<file path="config.mk">
export PLATFORM = sky130hd
export DESIGN_NAME = div_ctrl
export DESIGN_NICKNAME = d
export VERILOG_FILES = /design/src/rtl/div_ctrl.sv
export SDC_FILE = /design/constraint.sdc
export NUM_CORES = 1
export LEC_CHECK = 0
export ABC_AREA = 1
export BUFFER_PORTS_ARGS = -buffer_cell sky130_fd_sc_hd__buf_4
export CAP_MARGIN = 10
export CORE_ASPECT_RATIO = 0.5
export CORE_UTILIZATION = 40
export DETAILED_ROUTE_END_ITERATION = 10
export PLACE_DENSITY = 0.73
export SYNTH_ARGS = -nofsm -noshare
export SYNTH_HDL_FRONTEND = slang
export SYNTH_SLANG_ARGS = --single-unit
</file>
<file path="constraint.sdc">
create_clock -name clk_i -period 4.25 [get_ports clk_i]
set_clock_uncertainty 0.05 [all_clocks]
set_input_delay 0.6375 -clock clk_i [delete_from_list [all_inputs] [get_ports clk_i]]
set_output_delay 0.6375 -clock clk_i [all_outputs]
set_load 0.02 [all_outputs]
</file>
<file path="src/rtl/div_ctrl.sv">
// Requester-side controller for the iterative unsigned divider: turns RV32M DIV/DIVU/REM/REMU
// into magnitude divides, resolves divide-by-zero and signed overflow locally, and sign-corrects.
module div_ctrl #(
    parameter int XLEN = 32
) (
    input  logic            clk_i,
    input  logic            rst_i,
    input  logic            start_i,
    input  logic [1:0]      op_i,
    input  logic [XLEN-1:0] rs1_i,
    input  logic [XLEN-1:0] rs2_i,
    input  logic            flush_i,
    output logic            busy_o,
    output logic            done_o,
    output logic [XLEN-1:0] result_o,
    output logic [XLEN-1:0] div_a_o,
    output logic [XLEN-1:0] div_b_o,
    output logic            div_req_o,
    output logic            div_is_q_o,
    input  logic [XLEN-1:0] div_result_i,
    input  logic            div_ready_i
);

    typedef enum logic [1:0] {S_IDLE, S_WAIT, S_FIX, S_DONE} state_t;

    localparam logic [XLEN-1:0] MIN_NEG  = {1'b1, {(XLEN-1){1'b0}}};
    localparam logic [XLEN-1:0] ALL_ONES = {XLEN{1'b1}};
    localparam logic [XLEN-1:0] ONE      = {{(XLEN-1){1'b0}}, 1'b1};

    // Conditional two's complement negation, modulo 2^XLEN (|MIN_NEG| stays MIN_NEG).
    function automatic logic [XLEN-1:0] neg_cond(input logic neg, input logic [XLEN-1:0] v);
        return neg ? (~v + ONE) : v;
    endfunction

    state_t          state_q, state_d;
    logic            done_q, done_d;
    logic            req_q, req_d;
    logic            is_q_q, is_q_d;
    logic            sa_q, sa_d;
    logic            sb_q, sb_d;
    logic [XLEN-1:0] a_q, a_d;
    logic [XLEN-1:0] b_q, b_d;
    logic [XLEN-1:0] res_q, res_d;
    logic [XLEN-1:0] temp_q, temp_d;

    logic            op_signed;
    logic            op_is_q;
    logic            op_sa;
    logic            op_sb;

    always_comb begin
        op_signed = ~op_i[0];
        op_is_q   = ~op_i[1];
        op_sa     = op_signed & rs1_i[XLEN-1];
        op_sb     = op_signed & rs2_i[XLEN-1];

        state_d = state_q;
        done_d  = 1'b0;
        req_d   = req_q;
        is_q_d  = is_q_q;
        sa_d    = sa_q;
        sb_d    = sb_q;
        a_d     = a_q;
        b_d     = b_q;
        res_d   = res_q;
        temp_d  = temp_q;

        unique case (state_q)
            S_IDLE: begin
                // A flush arriving with the issue pulse cancels that issue.
                if (start_i && !flush_i) begin
                    is_q_d = op_is_q;
                    sa_d   = op_sa;
                    sb_d   = op_sb;
                    if (rs2_i == '0) begin
                        res_d   = op_is_q ? ALL_ONES : rs1_i;
                        done_d  = 1'b1;
                        state_d = S_DONE;
                    end else if (op_signed && rs1_i == MIN_NEG && rs2_i == ALL_ONES) begin
                        res_d   = op_is_q ? MIN_NEG : '0;
                        done_d  = 1'b1;
                        state_d = S_DONE;
                    end else begin
                        a_d     = neg_cond(op_sa, rs1_i);
                        b_d     = neg_cond(op_sb, rs2_i);
                        req_d   = 1'b1;
                        state_d = S_WAIT;
                    end
                end
            end
            S_WAIT: begin
                if (flush_i) begin
                    req_d   = 1'b0;
                    state_d = S_IDLE;
                end else if (div_ready_i) begin
                    temp_d  = div_result_i;
                    req_d   = 1'b0;
                    state_d = S_FIX;
                end
            end
            S_FIX: begin
                if (flush_i) begin
                    state_d = S_IDLE;
                end else begin
                    res_d   = neg_cond(is_q_q ? (sa_q ^ sb_q) : sa_q, temp_q);
                    done_d  = 1'b1;
                    state_d = S_DONE;
                end
            end
            S_DONE: begin
                state_d = S_IDLE;
            end
            default: begin
                req_d   = 1'b0;
                state_d = S_IDLE;
            end
        endcase
    end

    always_ff @(posedge clk_i) begin
        if (rst_i) begin
            state_q <= S_IDLE;
            done_q  <= 1'b0;
            req_q   <= 1'b0;
            is_q_q  <= 1'b0;
            sa_q    <= 1'b0;
            sb_q    <= 1'b0;
            a_q     <= '0;
            b_q     <= '0;
            res_q   <= '0;
            temp_q  <= '0;
        end else begin
            state_q <= state_d;
            done_q  <= done_d;
            req_q   <= req_d;
            is_q_q  <= is_q_d;
            sa_q    <= sa_d;
            sb_q    <= sb_d;
            a_q     <= a_d;
            b_q     <= b_d;
            res_q   <= res_d;
            temp_q  <= temp_d;
        end
    end

    assign busy_o     = (state_q != S_IDLE);
    assign done_o     = done_q;
    assign result_o   = res_q;
    assign div_a_o    = a_q;
    assign div_b_o    = b_q;
    assign div_req_o  = req_q;
    assign div_is_q_o = is_q_q;

endmodule

</file>
== Yosys cells after proc, flatten, opt, wreduce, memory -nomap -nowiden ==
Index checks and enable logic that the tools add are counted.

* Equality and inequality tests: 11
* Add/sub/neg operators: 3
* Reductions and logical operators: 15
* Bitwise gates (word level): 11
* Muxes and demuxes: 29

{| class="wikitable"
|+ Operators with widths
! kind !! number
|-
| 2-to-1 mux 32 bit || 9
|-
| adder 32 x 1 -> 32 bit (second input constant) || 3
|-
| NOT 32 bit || 3
|-
| == test 32 bit (second input constant) || 2
|-
| case mux 32 bit (2 select lines) || 1
|-
| zero test 32 bit || 1
|-
| 2-to-1 mux 2 bit || 6
|-
| 2-to-1 mux 1 bit || 10
|-
| != test 2 bit (second input constant) || 4
|-
| case mux 2 bit (4 select lines) || 1
|-
| AND reduction 4 bit || 2
|-
| != test 3 bit (second input constant) || 2
|-
| nonzero test 2 bit || 3
|-
| NOT 1 bit || 5
|-
| AND reduction 5 bit || 1
|-
| == test 2 bit (second input constant) || 2
|-
| case mux 1 bit (2 select lines) || 2
|-
| AND reduction 2 bit || 2
|-
| logical AND 1 bit || 3
|-
| AND reduction 3 bit || 1
|-
| bitwise AND 1 bit || 2
|-
| == test 2 x 1 -> 1 bit (second input constant) || 1
|-
| zero test 2 bit || 1
|-
| zero test 1 bit || 1
|-
| XOR 1 bit || 1
|}

* Bits of input ports: 103
* Register bits: 135
* Logic and storage cells: 79
* Output and inout bits: 100

== Logic depth before layout (Yosys ltp) ==
Gate-level depths: netlist (run 1).

* Depth after elaboration: 7
* Depth in mapped cells: 13

== Worst setup path before layout (run 1) ==
Ideal clock, no wire load.

* Kind: input-to-reg
* Start: in rs2_i[0]
* End: reg res_q[25], in the netlist result_o[25]
* Arrival time: 1.967 ns
* Setup slack: 2.101 ns
* Stages: 11
* Required time: 4.068 ns
* Setup time: 0.132 ns
* Cells stage by stage: inv_1 ha_1 nand2_1 nor2_4 nand4_2 buf_6 nand3_2 nand2_4 buf_2 nand2_1 a21oi_1

* Word-level cells in the longest chain between the ends: 4
* Elaborated cells between the ends (all ways): 8

{| class="wikitable"
|+ RTL lines
! what !! RTL line !! RTL
|-
| from (decl) || 11 || <nowiki>input logic [XLEN-1:0] rs2_i,</nowiki>
|-
| == test 32 bit / zero test 32 bit (equally long branches) || 79, 75 ||
|-
| logical AND 1 bit / 2-to-1 mux 32 bit (equally long branches) || 79, 75 ||
|-
| != test 3 bit (no source line) / 2-to-1 mux 32 bit (equally long branches) || n/a ||
|-
| AND reduction 4 bit (no source line) / case mux 32 bit (2 select lines) (equally long branches) || n/a ||
|-
| to (signal assigned) || 141 || <nowiki>res_q <= res_d;</nowiki>
|-
| to (decl) || 43 || <nowiki>logic [XLEN-1:0] res_q, res_d;</nowiki>
|}

Parallel ways exist; a longest one is shown, timed or not. The select of a mux whose other input is x is not followed.
A chain may end at the register's enable or synchronous reset.

== Final worst setup path (run 1) ==
* Start: in rs2_i[0]
* End: reg b_q[28], in the netlist div_b_o[28]

* Word-level cells in the longest chain between the ends: 4
* Elaborated cells between the ends (all ways): 9

{| class="wikitable"
|+ RTL lines
! what !! RTL line !! RTL
|-
| parallel branches: the longest is 4 deep, another holds adder 32 x 1 -> 32 bit || n/a ||
|-
| to (signal assigned) || 129 || <nowiki>b_q <= '0;</nowiki>
|-
| to (signal assigned) || 140 || <nowiki>b_q <= b_d;</nowiki>
|-
| to (decl) || 42 || <nowiki>logic [XLEN-1:0] b_q, b_d;</nowiki>
|}

Parallel ways; which one is timed is not known.

==> out/metrics.sh, run 1 <==
OUTCOME='finished, final reports clean'
CTS_REPAIR_RESIZE_COUNT=0
FIRSTDRTPASSITERS=5
FINALHOLDVIOLATIONS=0
CORE-AREA_SQ_UM=19500
VIAS=8861
FINALNETCOUNT=1508
REGAREA_SQ_UM=2700
TRITONCTS='built'
DIE_H_UM=102
ROW_COUNT=36
SYNTH.CELL_AREA_SQ_UM=7950
GRT_ANTENNA_BEFORE_REPAIR=0
SYNTH_SEQ_CELLS=135
POWER_SWITCHING_SHARE_PCT=30.4
DR.FIRST_ITER.DRC_COUNT=751
MULTI_INPUT_AREA_SQ_UM=4560
WIRELENGTH_UM=27100
GRTUSAGETOTAL_PCT=26.2
SYNTH_ENABLE_FLOP_CELLS=0
NUMCLOCKSINKS=135
IO_PINS=203
CTSHOLDBUFFERS=0
DIE_AREA_SQ_UM=20500
TIMING.CRITICAL_PATH.FANOUT_MAX=75
YS_TYPES=41
YOSYSSEQAREASHARE_PCT=34.0
FINAL.MIN_CLOCK_PERIOD_NS=2.93
MIN_PERIOD_OVER_PERIOD_PCT=69.0
MAX_SLEW_MARGIN_PCT=45.1
CLOCK_INSERTION_DELAY_WORST_SKEW_NS=0.44
INSERTED_CLOCK_BUFFERS=17
INTERNAL_POWER_mW=2.58
PLACED_CELL_AREA_SQ_UM=9580
YOSYSWARNINGS=0
PIN_COUNT_OF_THE_BIGGEST_NET_ENTERING_GLOBAL_ROUTING=76
CRIT_PATH_START_KIND='input pin'
CTSLONGESTPATHBUFFERS=2
SYNTHCELLS=1226
TOTAL_OF_ENDPOINTS_WITH_NEGATIVE_SETUP_SLACK_IN_THE_FINAL_REPORT=0
WORST_IR_DROP_VDD_uV=283
CRITICAL_PATH_ARRIVAL_NS=3.19
RSZ_0062_RAISED_AFTER_GLOBAL_ROUTING='no'
POST_CTS_SETUP_BUFFER_COUNT=0
DIE_W_UM=201
FINAL.FILL_COUNT=1999
DP.FINAL_HPWL_UM=20200
POSTSYNTHNETCOUNT=1333
FINAL_ANTENNA_NET_COUNT=0
SEQ_POWER_SHARE_PCT=37.6
HTREE_NUM_LEVELS=4
SYNTHARSTFLOPSHARE_PCT=0
YOSYS_MOST_USED_DFF='dfxtp_1'
PWR-SHARE-CLK_PCT=41.5
GR-TOTAL-OVERFLOW=0
POWERDENSITY_nW_PER_UM2=363
SYNTHESIS.AREA_PER_INSTANCE_SQ_UM=6.48
CRITICAL_PATH.ENDPOINT_TYPE='flip-flop'
SETUP_CRIT_PATH_KIND='input pin to flip-flop'
WHS_NS=0.358
INITIAL_UTILIZATION_PCT=40.9
POWER_FRAC_COMB_PCT=21.0
INSERTEDDIODECOUNT=0
HOLD_CLASS='input pin to flip-flop'
TIGHTESTPINTRANSITION_NS=0.822
TOTALNEGATIVESETUPSLACK_NS=0
FINALMAXSLEWVIOLATIONS=0
GRT_PASS1_VIAS=8079
AREA.GROWTH.SYNTH_TO_FINAL_PCT=28.1
DRV_CAP=0
VIASPERCELL=5.28
SYNTH_TOP_AREA_CELL='dfxtp_1'
CP.REQUIRED_NS=4.51
CTSROOTBUFFERMASTER='clkbuf_16'
CLOCK_TRANSITION_AT_THE_REGISTER_CLOCK_PINS_ON_THE_WORST_SETUP_AND_HOLD_PATHS_AFTER_CTS_NS=0.06
POWER.STATIC_LEAKAGE_nW=4.68
DRT-WIRELENGTH-PER-CELL_UM=16.1
PEAK_CLOCK_FREQUENCY_SUPPORTED_BY_TIMING_MHz=341
POST_SYNTH_MAIN_AREA_CONTRIBUTORS='dfxtp_1 34%, nand2_1 13%, o21ai_0 9.3%'
POST_ROUTE_CELLS_DRIVE_ABOVE_1_SHARE_PCT=19.4
PLACE_CONGESTION=0.929
SYNTH.TOP_CELL.AREA_SHARE_PCT=34.0
PORT-BUFFER-COUNT=202
DRC=0
FINAL_CELL_AREA_SQ_UM=10200
GRT_PASS1_WL_UM=41700
SWITCHING_POWER_mW=1.12
## path summary, 6_finish.rpt
kind                                  start           to  slack, ns  cells past startpoint
worst max-delay path               rs2_i[0]  div_b_o[28]       1.32                     11
worst min-delay path                op_i[1]   div_is_q_o       0.36                      2
worst max register to register   state_q[0]  div_b_o[28]       1.73                      8
worst min register to register  result_o[6]  result_o[6]       0.42                      2
## worst max-delay path, cell delays in order
cell and delay [ns]:
buf_4 0.11, inv_1 0.08, ha_1 0.17, nand2_1 0.12
nor2_4 0.23, nand4_2 0.50, nand3_4 0.43, inv_2 0.30
buf_12 0.30, o21ai_0 0.21, a21oi_1 0.07
## sequential cells by signal, indices dropped and copies added, names as in the netlist, 2 cells and up
| register | count |
|---|---|
| temp_q | 32 |
| div_b_o | 32 |
| result_o | 32 |
| state_q | 2 |
| div_a_o | 32 |
## power groups by stage
stage | Combinational, mW | Clock, mW | Sequential [mW]
floorplan | 0.393 | 0 | 1.48
global placement | 0.758 | 0 | 1.42
detailed placement | 0.764 | 0 | 1.41
CTS | 0.769 | 1.55 | 1.39
global route | 0.846 | 1.61 | 1.40
finish | 0.776 | 1.53 | 1.39
## through the flow
stage / cells / power, mW / util (%) / setup WS (ns)
2_1_floorplan: 1226 / 1.87 / - / 2.10
5_1_grt: 1679 / 3.86 / 52.3 / 1.14
4_1_cts: 1679 / 3.71 / 52.3 / 1.40
3_3_place_gp: 1648 / 2.17 / 49.2 / 1.04
6_report: 1679 / 3.70 / 52.3 / 1.32
3_5_place_dp: 1648 / 2.18 / 49.2 / 0.974
## layout make-up
cell class,instances,share of cell area (%)
Clock buffer,19,4.45
Clock inverter,12,1.50
Inverter,100,3.69
Multi-Input combinational cell,935,44.8
Sequential cell,135,26.5
Tap cell,266,3.27
Timing Repair Buffer,212,15.8
## kinds of logic after synthesis
logic type / Yosys count / share of synthesized area [%]
adders and majority gates: 4 / 0.630
DFF: 135 / 34.0
and+or+nand+nor: 555 / 29.9
AOI/OAI and AO/OA: 324 / 21.1
xor gates and xnor gates: 52 / 5.73
buffers and inverters: 156 / 8.67
## per-layer routing
layer | part of all wire [%] | track usage (%) | up-vias | wire (um)
met5 | 0 | 0.893 | - | 0
met4 | 2.3 | 9.73 | 0 | 627
met3 | 7.0 | 5.66 | 47 | 1890
met2 | 45 | 42.5 | 333 | 12300
met1 | 45 | 34.3 | 4080 | 12300
li1 | - | - | 4401 | -
## cells in the mapped netlist (12+ instances only)
library cell and instances:
o21ai_0 148, dfxtp_1 135, o21ai_1 12, nand3_1 65, clkbuf_1 33, nor2_1 158
inv_1 96, a21oi_1 138, buf_6 12, xor2_1 43, nand2_1 271, nand4_1 15
## placed cells by master, fill, tap and decap left out, types with 10 or more instances in the layout
cell type	synthesis	routed
nand2_1	271	271
buf_4	1	211
nor2_1	158	158
o21ai_0	148	148
a21oi_1	138	138
dfxtp_1	135	135
inv_1	96	96
nand3_1	65	64
xor2_1	43	43
clkbuf_16	0	17
nand4_1	15	15
o21ai_1	12	12
o211ai_1	11	11
nor3_1	10	10
Power figures use the tool's default switching activity.
==> inputs of run 2 (changes only) <==
clock period = 2.9 ns   (was 4.25 ns; I/O delays follow)
==> out/metrics.sh, run 2 (same netlist as run 1, synthesis figures left out) <==
GR-TOTAL-OVERFLOW=0  # unchanged
CORE-AREA_SQ_UM=19500  # unchanged
DIE_W_UM=201  # unchanged
STARTPOINT='div_is_q_o'  # was rs2_i[0]
FINALNETCOUNT=1510  # was 1508
POWERDENSITY_nW_PER_UM2=535  # was 363 nW/um^2
MET2_USAGE_PCT=42.1  # was 42.5%
MIN_PERIOD_OVER_PERIOD_PCT=78.0
DR.FIRST_ITER.DRC_COUNT=637  # was 751
FINALMAXSLEWVIOLATIONS=0  # unchanged
NUMCLOCKSINKS=135  # unchanged
DRC=0  # unchanged
CTSHOLDBUFFERS=0  # unchanged
AREA.GROWTH.SYNTH_TO_FINAL_PCT=28.7  # was 28.1%
GRT_USE_MET1_PCT=34.5  # was 34.3%
WORST_CASE_SETUP_SLACK_AFTER_PLACEMENT_NS=0.334  # was 0.974 ns
TOTAL_OF_ENDPOINTS_WITH_NEGATIVE_SETUP_SLACK_IN_THE_FINAL_REPORT=0  # unchanged
DIE_AREA_SQ_UM=20500  # unchanged
TOTALNEGATIVESETUPSLACK_NS=0  # unchanged
FINALNONFILLERCELLS=1682  # was 1679
FINAL_COMMON_CELL='nand2_1'  # unchanged
DP.FINAL_HPWL_UM=20200  # about the same
CRIT_PATH_START_KIND='flip-flop'  # was input pin
PLACE_CONGESTION=0.965  # was 0.929
PIN_COUNT_OF_THE_BIGGEST_NET_ENTERING_GLOBAL_ROUTING=115  # was 76
FINALHOLDVIOLATIONS=0  # unchanged
REGAREA_SQ_UM=2700  # unchanged
CRITICAL_PATH_ARRIVAL_NS=2.53  # was 3.19 ns
MAX_SLEW_MARGIN_PCT=53.4  # was 45.1%
FINAL.MIN_CLOCK_PERIOD_NS=2.26
REGISTER_TO_REGISTER_SETUP_SLACK_NS=0.64  # was 1.73 ns
CRITICAL_PATH.ENDPOINT_TYPE='flip-flop'  # unchanged
INSERTED_CLOCK_BUFFERS=17  # unchanged
IO_PINS=203  # unchanged
HOLD_CLASS='input pin to flip-flop'  # unchanged
CRIT-REG2REG-LAUNCH='div_is_q_o'  # was state_q[0]
CRIT_END='result_o[18]'  # was div_b_o[28]
CLOCK_INSERTION_DELAY_WORST_SKEW_NS=0.43  # was 0.44 ns
WIRELENGTH_UM=27100  # about the same
FF2FF_PATH_DEPTH=8  # unchanged
INITIAL_UTILIZATION_PCT=40.9  # unchanged
TOP_USAGE_LAYER='met2'  # unchanged
RSZ_0062_RAISED_AFTER_GLOBAL_ROUTING='no'  # unchanged
WORST_IR_DROP_VDD_uV=421  # was 283 uV
POWER.STATIC_LEAKAGE_nW=4.71  # was 4.68 nW
FIRSTDRTPASSITERS=7  # was 5
VIAS=8911  # was 8861
POST_CTS_SETUP_BUFFER_COUNT=0  # unchanged
PLACEDCELLCOUNT=1650  # was 1648
TIGHTESTPINTRANSITION_NS=0.695  # was 0.822 ns
GRT.MET3_USAGE_PCT=6.15  # was 5.66%
FINAL_CORE_UTILIZATION_PCT=52.6  # was 52.3%
ROW_COUNT=36  # unchanged
GRTUSAGETOTAL_PCT=26.0  # was 26.2%
TRITONCTS='built'  # unchanged
SETUP_CRIT_PATH_KIND='flip-flop to flip-flop'  # was input pin to flip-flop
PORT-BUFFER-COUNT=202  # unchanged
GRT_PASS1_WL_UM=41800  # was 41700 um
DRV_CAP=0  # unchanged
CTS_REPAIR_RESIZE_COUNT=0  # unchanged
CTSROOTBUFFERMASTER='clkbuf_16'  # unchanged
HOLD_PATH_STARTPOINT='op_i[1]'  # unchanged
MULTI_INPUT_AREA_SQ_UM=4560  # unchanged
GRT_PASS1_VIAS=8089  # was 8079
CLOCK_TRANSITION_AT_THE_REGISTER_CLOCK_PINS_ON_THE_WORST_SETUP_AND_HOLD_PATHS_AFTER_CTS_NS=0.06  # about the same
GRT_ANTENNA_BEFORE_REPAIR=0  # unchanged
FINAL_ANTENNA_NET_COUNT=0  # unchanged
FINAL.FILL_COUNT=1919  # was 1999
POST_ROUTE_CELLS_DRIVE_ABOVE_1_SHARE_PCT=19.5  # was 19.4%
VIASPERCELL=5.30  # was 5.28
INSERTEDDIODECOUNT=0  # unchanged
POST-LAYOUT-TOTAL-POWER_mW=5.47  # was 3.70 mW
MOST-COMMON-LAYOUT-CELLS='271 x nand2_1, 211 x buf_4, 158 x nor2_1, 148 x o21ai_0, 138 x a21oi_1'  # unchanged
HTREE_NUM_LEVELS=4  # unchanged
CP.REQUIRED_NS=3.17  # was 4.51 ns
CRITICAL_PATH.REG2REG.ENDPOINT='result_o[18]'  # was div_b_o[28]
SETUP_SLACK_NS=0.638  # was 1.32 ns
PEAK_CLOCK_FREQUENCY_SUPPORTED_BY_TIMING_MHz=442
DRT-WIRELENGTH-PER-CELL_UM=16.1  # about the same
OUTCOME='finished, final reports clean'  # unchanged
DIE_H_UM=102  # unchanged
CTSLONGESTPATHBUFFERS=2  # unchanged
TIMING.CRITICAL_PATH.FANOUT_MAX=16  # was 75
==> run 2: changes by cell type in the layout (fill, tap and decap cells not counted), sizes merged <==
cell	before	now
clkinv	6	7
inv	99	102
buf	212	214
clkinvlp	4	1
==> run 2: worst min-delay path by stage <==
stage | slack (ns) | to | cells past startpoint
2_1_floorplan | 0.39 | temp_q[31] | 2
4_1_cts | 0.16 | div_is_q_o | 2
5_1_grt | 0.17 | div_is_q_o | 2
3_5_place_dp | 0.41 | result_o[5] | 2
3_3_place_gp | 0.40 | temp_q[31] | 2
6_report | 0.16 | div_is_q_o | 2
==> run 2: stage by stage <==
stage,area [sq um],hold slack [ns]
2_1_floorplan,7950,0.387
3_3_place_gp,9620,0.404
3_5_place_dp,9620,0.412
4_1_cts,10200,0.156
5_1_grt,10200,0.171
6_report,10200,0.163
==> run 2: final cells by class <==
class / count / share of cell area [%]
inverter: 100 / 3.67
sequential: 135 / 26.4
clock buffer: 19 / 4.33
clock inverter: 13 / 1.65
tap: 266 / 3.25
multi-input combinational: 935 / 44.6
timing repair buffer: 214 / 16.1
==> run 2: critical path, stage by stage (launching register included) <==
cell and delay, ns:
dfxtp_1 0.41, nand3b_1 0.10, nand2_1 0.50, o21ai_0 0.43, nand2_1 0.18, xor2_1 0.16
nand2_1 0.09, a21oi_1 0.16, nor2_1 0.06
==> run 2: power breakdown <==
part	total [mW]	leakage, nW	switching (mW)	internal (mW)
sequential	2.04	1.10	0.0713	1.96
clock	2.30	0.298	0.910	1.39
combinational	1.14	3.31	0.716	0.426
==> run 2: metal layers <==
layer	vias up	wire, um
met5	-	0
met4	0	478
met3	44	2270
met2	355	12400
met1	4117	12000
li1	4395	-
==> inputs of run 3 (changes only) <==
ABC_AREA = 0   (was 1)
clock period = 2.15 ns   (was 2.9 ns; I/O delays follow)
==> out/metrics.sh, run 3 <==
OUTCOME='finished with violations'  # was finished, final reports clean
VIOLATIONS='negative setup slack'
WORST_IR_DROP_VDD_uV=621  # was 421 uV
STARTPOINT='rs1_i[13]'  # was div_is_q_o
VIAS=8666  # was 8911
TIMING.CRITICAL_PATH.SLOWEST_STAGE_CELL='or4_4'  # was nand2_1
CLOCK_TRANSITION_AT_THE_REGISTER_CLOCK_PINS_ON_THE_WORST_SETUP_AND_HOLD_PATHS_AFTER_CTS_NS=0.06  # about the same
CLOCK_INSERTION_DELAY_WORST_SKEW_NS=0.43  # about the same
HTREE_NUM_LEVELS=4  # unchanged
CRITICAL_PATH.ENDPOINT_TYPE='flip-flop'  # unchanged
HOLD_PATH_STARTPOINT='op_i[1]'  # unchanged
CORE-AREA_SQ_UM=18500  # was 19500 sq um
POSTSYNTHNETCOUNT=1058  # was 1333
YOSYSWARNINGS=0  # unchanged
GRT_ANTENNA_BEFORE_REPAIR=0  # unchanged
NUMCLOCKSINKS=135  # unchanged
POST_SYNTH_MAIN_AREA_CONTRIBUTORS='dfxtp_1 36%, a21oi_1 8.8%, nand2_1 5.4%'  # was dfxtp_1 34%, nand2_1 13%, o21ai_0 9.3%
SYNTH_ENABLE_FLOP_CELLS=0  # unchanged
TIMING.HOLD.WORST_PATH_DEPTH=2  # unchanged
DRT-WIRELENGTH-PER-CELL_UM=18.6  # was 16.1 um
FF2FF_PATH_DEPTH=9  # was 8
FINALMAXSLEWVIOLATIONS=0  # unchanged
PLACEDCELLCOUNT=1486  # was 1650
FINAL.MIN_CLOCK_PERIOD_NS=2.30
FINALNETCOUNT=1361  # was 1510
RSZ_0062_RAISED_AFTER_GLOBAL_ROUTING='yes'  # was no
TRITONCTS='built'  # unchanged
CRIT-REG2REG-LAUNCH='temp_q[1]'  # was div_is_q_o
YOSYS_MOST_USED_DFF='dfxtp_1'  # unchanged
SYNTH_TOP_AREA_CELL='dfxtp_1'  # unchanged
SETUP_SLACK_NS=-0.152  # was 0.638 ns
PIN_COUNT_OF_THE_BIGGEST_NET_ENTERING_GLOBAL_ROUTING=81  # was 115
MIN_PERIOD_OVER_PERIOD_PCT=107
CRIT_PATH_START_KIND='input pin'  # was flip-flop
TIGHTESTPINTRANSITION_NS=0.641  # was 0.695 ns
GRT_PASS1_WL_UM=43700  # was 41800 um
WHS_NS=0.0829  # was 0.163 ns
SYNTHARSTFLOPSHARE_PCT=0  # unchanged
HOLD_END='div_is_q_o'  # unchanged
TIMING.CRITICAL_PATH.SLOWEST_CELL_DELAY_NS=0.55  # was 0.50 ns
INITIAL_UTILIZATION_PCT=41.1  # was 40.9%
IO_PINS=203  # unchanged
HOLD_CLASS='input pin to flip-flop'  # unchanged
DRV_CAP=0  # unchanged
DIE_H_UM=99.4  # was 102 um
DR.FIRST_ITER.DRC_COUNT=612  # was 637
INSERTEDDIODECOUNT=0  # unchanged
GR-TOTAL-OVERFLOW=0  # unchanged
REGISTER_TO_REGISTER_SETUP_SLACK_NS=-0.04  # was 0.64 ns
AREA.GROWTH.SYNTH_TO_FINAL_PCT=54.6  # was 28.7%
SYNTH.TOP_CELL.AREA_SHARE_PCT=35.6  # was 34.0%
VIASPERCELL=5.68  # was 5.30
ROW_COUNT=35  # was 36
CRITICAL_PATH.REG2REG.ENDPOINT='result_o[16]'  # was result_o[18]
MOST-COMMON-LAYOUT-CELLS='344 x buf_4, 135 x dfxtp_1, 109 x nand2_1, 83 x a21oi_1, 51 x a21oi_2'  # was 271 x nand2_1, 211 x buf_4, 158 x nor2_1, 148 x o21ai_0, 138 x a21oi_1
POWERDENSITY_nW_PER_UM2=635  # was 535 nW/um^2
CTSLONGESTPATHBUFFERS=2  # unchanged
SYNTH_SEQ_CELLS=135  # unchanged
GRT_PASS1_VIAS=8196  # was 8089
PLACE_CONGESTION=0.952  # was 0.965
SYNTHESIS.AREA_PER_INSTANCE_SQ_UM=7.98  # was 6.48 sq um
TIMING.CRITICAL_PATH.FANOUT_MAX=16  # unchanged
CTSROOTBUFFERMASTER='clkbuf_16'  # unchanged
CP.REQUIRED_NS=2.38  # was 3.17 ns
TOTAL_OF_ENDPOINTS_WITH_NEGATIVE_SETUP_SLACK_IN_THE_FINAL_REPORT=98  # was 0
FINAL.FILL_COUNT=1574  # was 1919
SYNTHCELLS=951  # was 1226
SYNTH.CELL_AREA_SQ_UM=7590  # was 7950 sq um
SYNTH.CELLS.MOST_FREQUENT='135 x dfxtp_1, 134 x a21oi_1, 109 x nand2_1'  # was 271 x nand2_1, 158 x nor2_1, 148 x o21ai_0
CRITICAL_PATH_ARRIVAL_NS=2.54  # was 2.53 ns
POWER.STATIC_LEAKAGE_nW=4.77  # was 4.71 nW
POST_ROUTE_CELLS_DRIVE_ABOVE_1_SHARE_PCT=42.3  # was 19.5%
FINALNONFILLERCELLS=1526  # was 1682
SETUP_CRIT_PATH_KIND='input pin to flip-flop'  # was flip-flop to flip-flop
GRTUSAGETOTAL_PCT=28.3  # was 26.0%
CRIT_PATH_BUFFERS_INVERTERS=2  # was 0
INSERTED_CLOCK_BUFFERS=17  # unchanged
REGAREA_SQ_UM=2700  # unchanged
FINALHOLDVIOLATIONS=0  # unchanged
CRIT_FAMILY='simple AND/OR/NAND/NOR gates'  # unchanged
PEAK_CLOCK_FREQUENCY_SUPPORTED_BY_TIMING_MHz=434
DIE_AREA_SQ_UM=19600  # was 20500 sq um
FIRSTDRTPASSITERS=5  # was 7
DIE_W_UM=197  # was 201 um
MAX_SLEW_MARGIN_PCT=57.2  # was 53.4%
CRITPATHMOSTFREQUENTCELL='or4_4'  # was nand2_1
WIRELENGTH_UM=28400  # was 27100 um
FINAL_COMMON_CELL='buf_4'  # was nand2_1
YS_TYPES=54  # was 41
YOSYSSEQAREASHARE_PCT=35.6  # was 34.0%
FINAL_ANTENNA_NET_COUNT=0  # unchanged
MULTI_INPUT_AREA_SQ_UM=5010  # was 4560 sq um
DRC=0  # unchanged
POST-SYNTH-TOP-COUNT-CELL='dfxtp_1'  # was nand2_1
DP.FINAL_HPWL_UM=20200  # about the same
TIMING.CRITICAL_PATH.CELLS='buf_6 > or4_4 > or2_4 > or4_4 > o21a_4 > o21ai_4 > clkbuf_16 > a211oi_1'  # was nand3b_1 > nand2_1 > o21ai_0 > nand2_1 > xor2_1 > nand2_1 > a21oi_1 > nor2_1
PORT-BUFFER-COUNT=202  # unchanged
-- run 3: cell count changes after synthesis, moves of 32 or more --
cell,previous run,this run
nand3_1,65,10
xnor2_1,9,46
a211oi_1,0,41
inv_1,96,14
nand2_1,271,109
o31ai_1,2,34
nor2_1,158,51
o21ai_0,148,42
-- run 3: per-layer routing --
layer	wire [um]	GRT usage, %	share of wire, %	up-vias
met2	13400	47.4	47	383
met1	12500	37.7	44	4153
met5	0	0	0	-
met4	344	6.74	1.2	0
li1	-	-	-	4097
met3	2090	5.15	7.4	33
-- run 3: how the worst max path moves through the flow --
stage | depth (start not counted) | slack [ns] | endpoint
floorplan | 8 | -0.38 | div_a_o[13]
global placement | 8 | -0.54 | result_o[31]
detailed placement | 9 | -0.59 | div_a_o[6]
CTS | 8 | -0.12 | result_o[27]
global route | 8 | -0.19 | result_o[31]
finish | 8 | -0.15 | result_o[8]
-- run 3: layout make-up --
type / count / area share [%]
Clock buffer: 19 / 3.78
Clock inverter: 13 / 1.83
Inverter: 14 / 0.448
Multi-Input combinational cell: 721 / 42.7
Sequential cell: 135 / 23.0
Tap cell: 259 / 2.76
Timing Repair Buffer: 365 / 25.4
-- run 3: logic make-up (layout without fill, tap and decap cells) --
logic type	Yosys count	in the layout	synth area share, %
compound gates	344	344	29.6
simple gates	288	288	18.7
flops	135	135	35.6
buf+inv	95	411	5.54
xor+xnor	84	84	9.70
fa+ha+maj	4	4	0.660
mux	1	1	0.132
-- run 3: power by group --
group          internal (mW)  total [mW]  leakage [nW]  switching, mW
Clock                   2.11        3.31         0.319           1.20
Sequential              2.61        2.69          1.10         0.0801
Combinational          0.670        1.45          3.35          0.781
-- run 3: repair_timing --
item | CTS | global route
pin swaps | 7 | 8
gates cloned | 3 | 1
buffers inserted | 4 | 1
endpoints found under the setup margin | 99 | 99
resized for setup | 47 | 33
hold buffers | 0 | 0
-- run 3: metrics by stage --
stage | setup TNS [ns] | instance area, sq um | setup WS (ns) | power, mW | utilization [%]
2_1_floorplan | -32.96 | 7800 | -0.377 | 3.39 | -
4_1_cts | -7.50 | 11600 | -0.120 | 7.42 | 62.5
5_1_grt | -14.13 | 11700 | -0.190 | 7.69 | 63.5
6_report | -10.74 | 11700 | -0.152 | 7.45 | 63.5
3_5_place_dp | -51.65 | 10600 | -0.594 | 4.06 | 57.2
3_3_place_gp | -48.96 | 10600 | -0.537 | 4.04 | 57.2
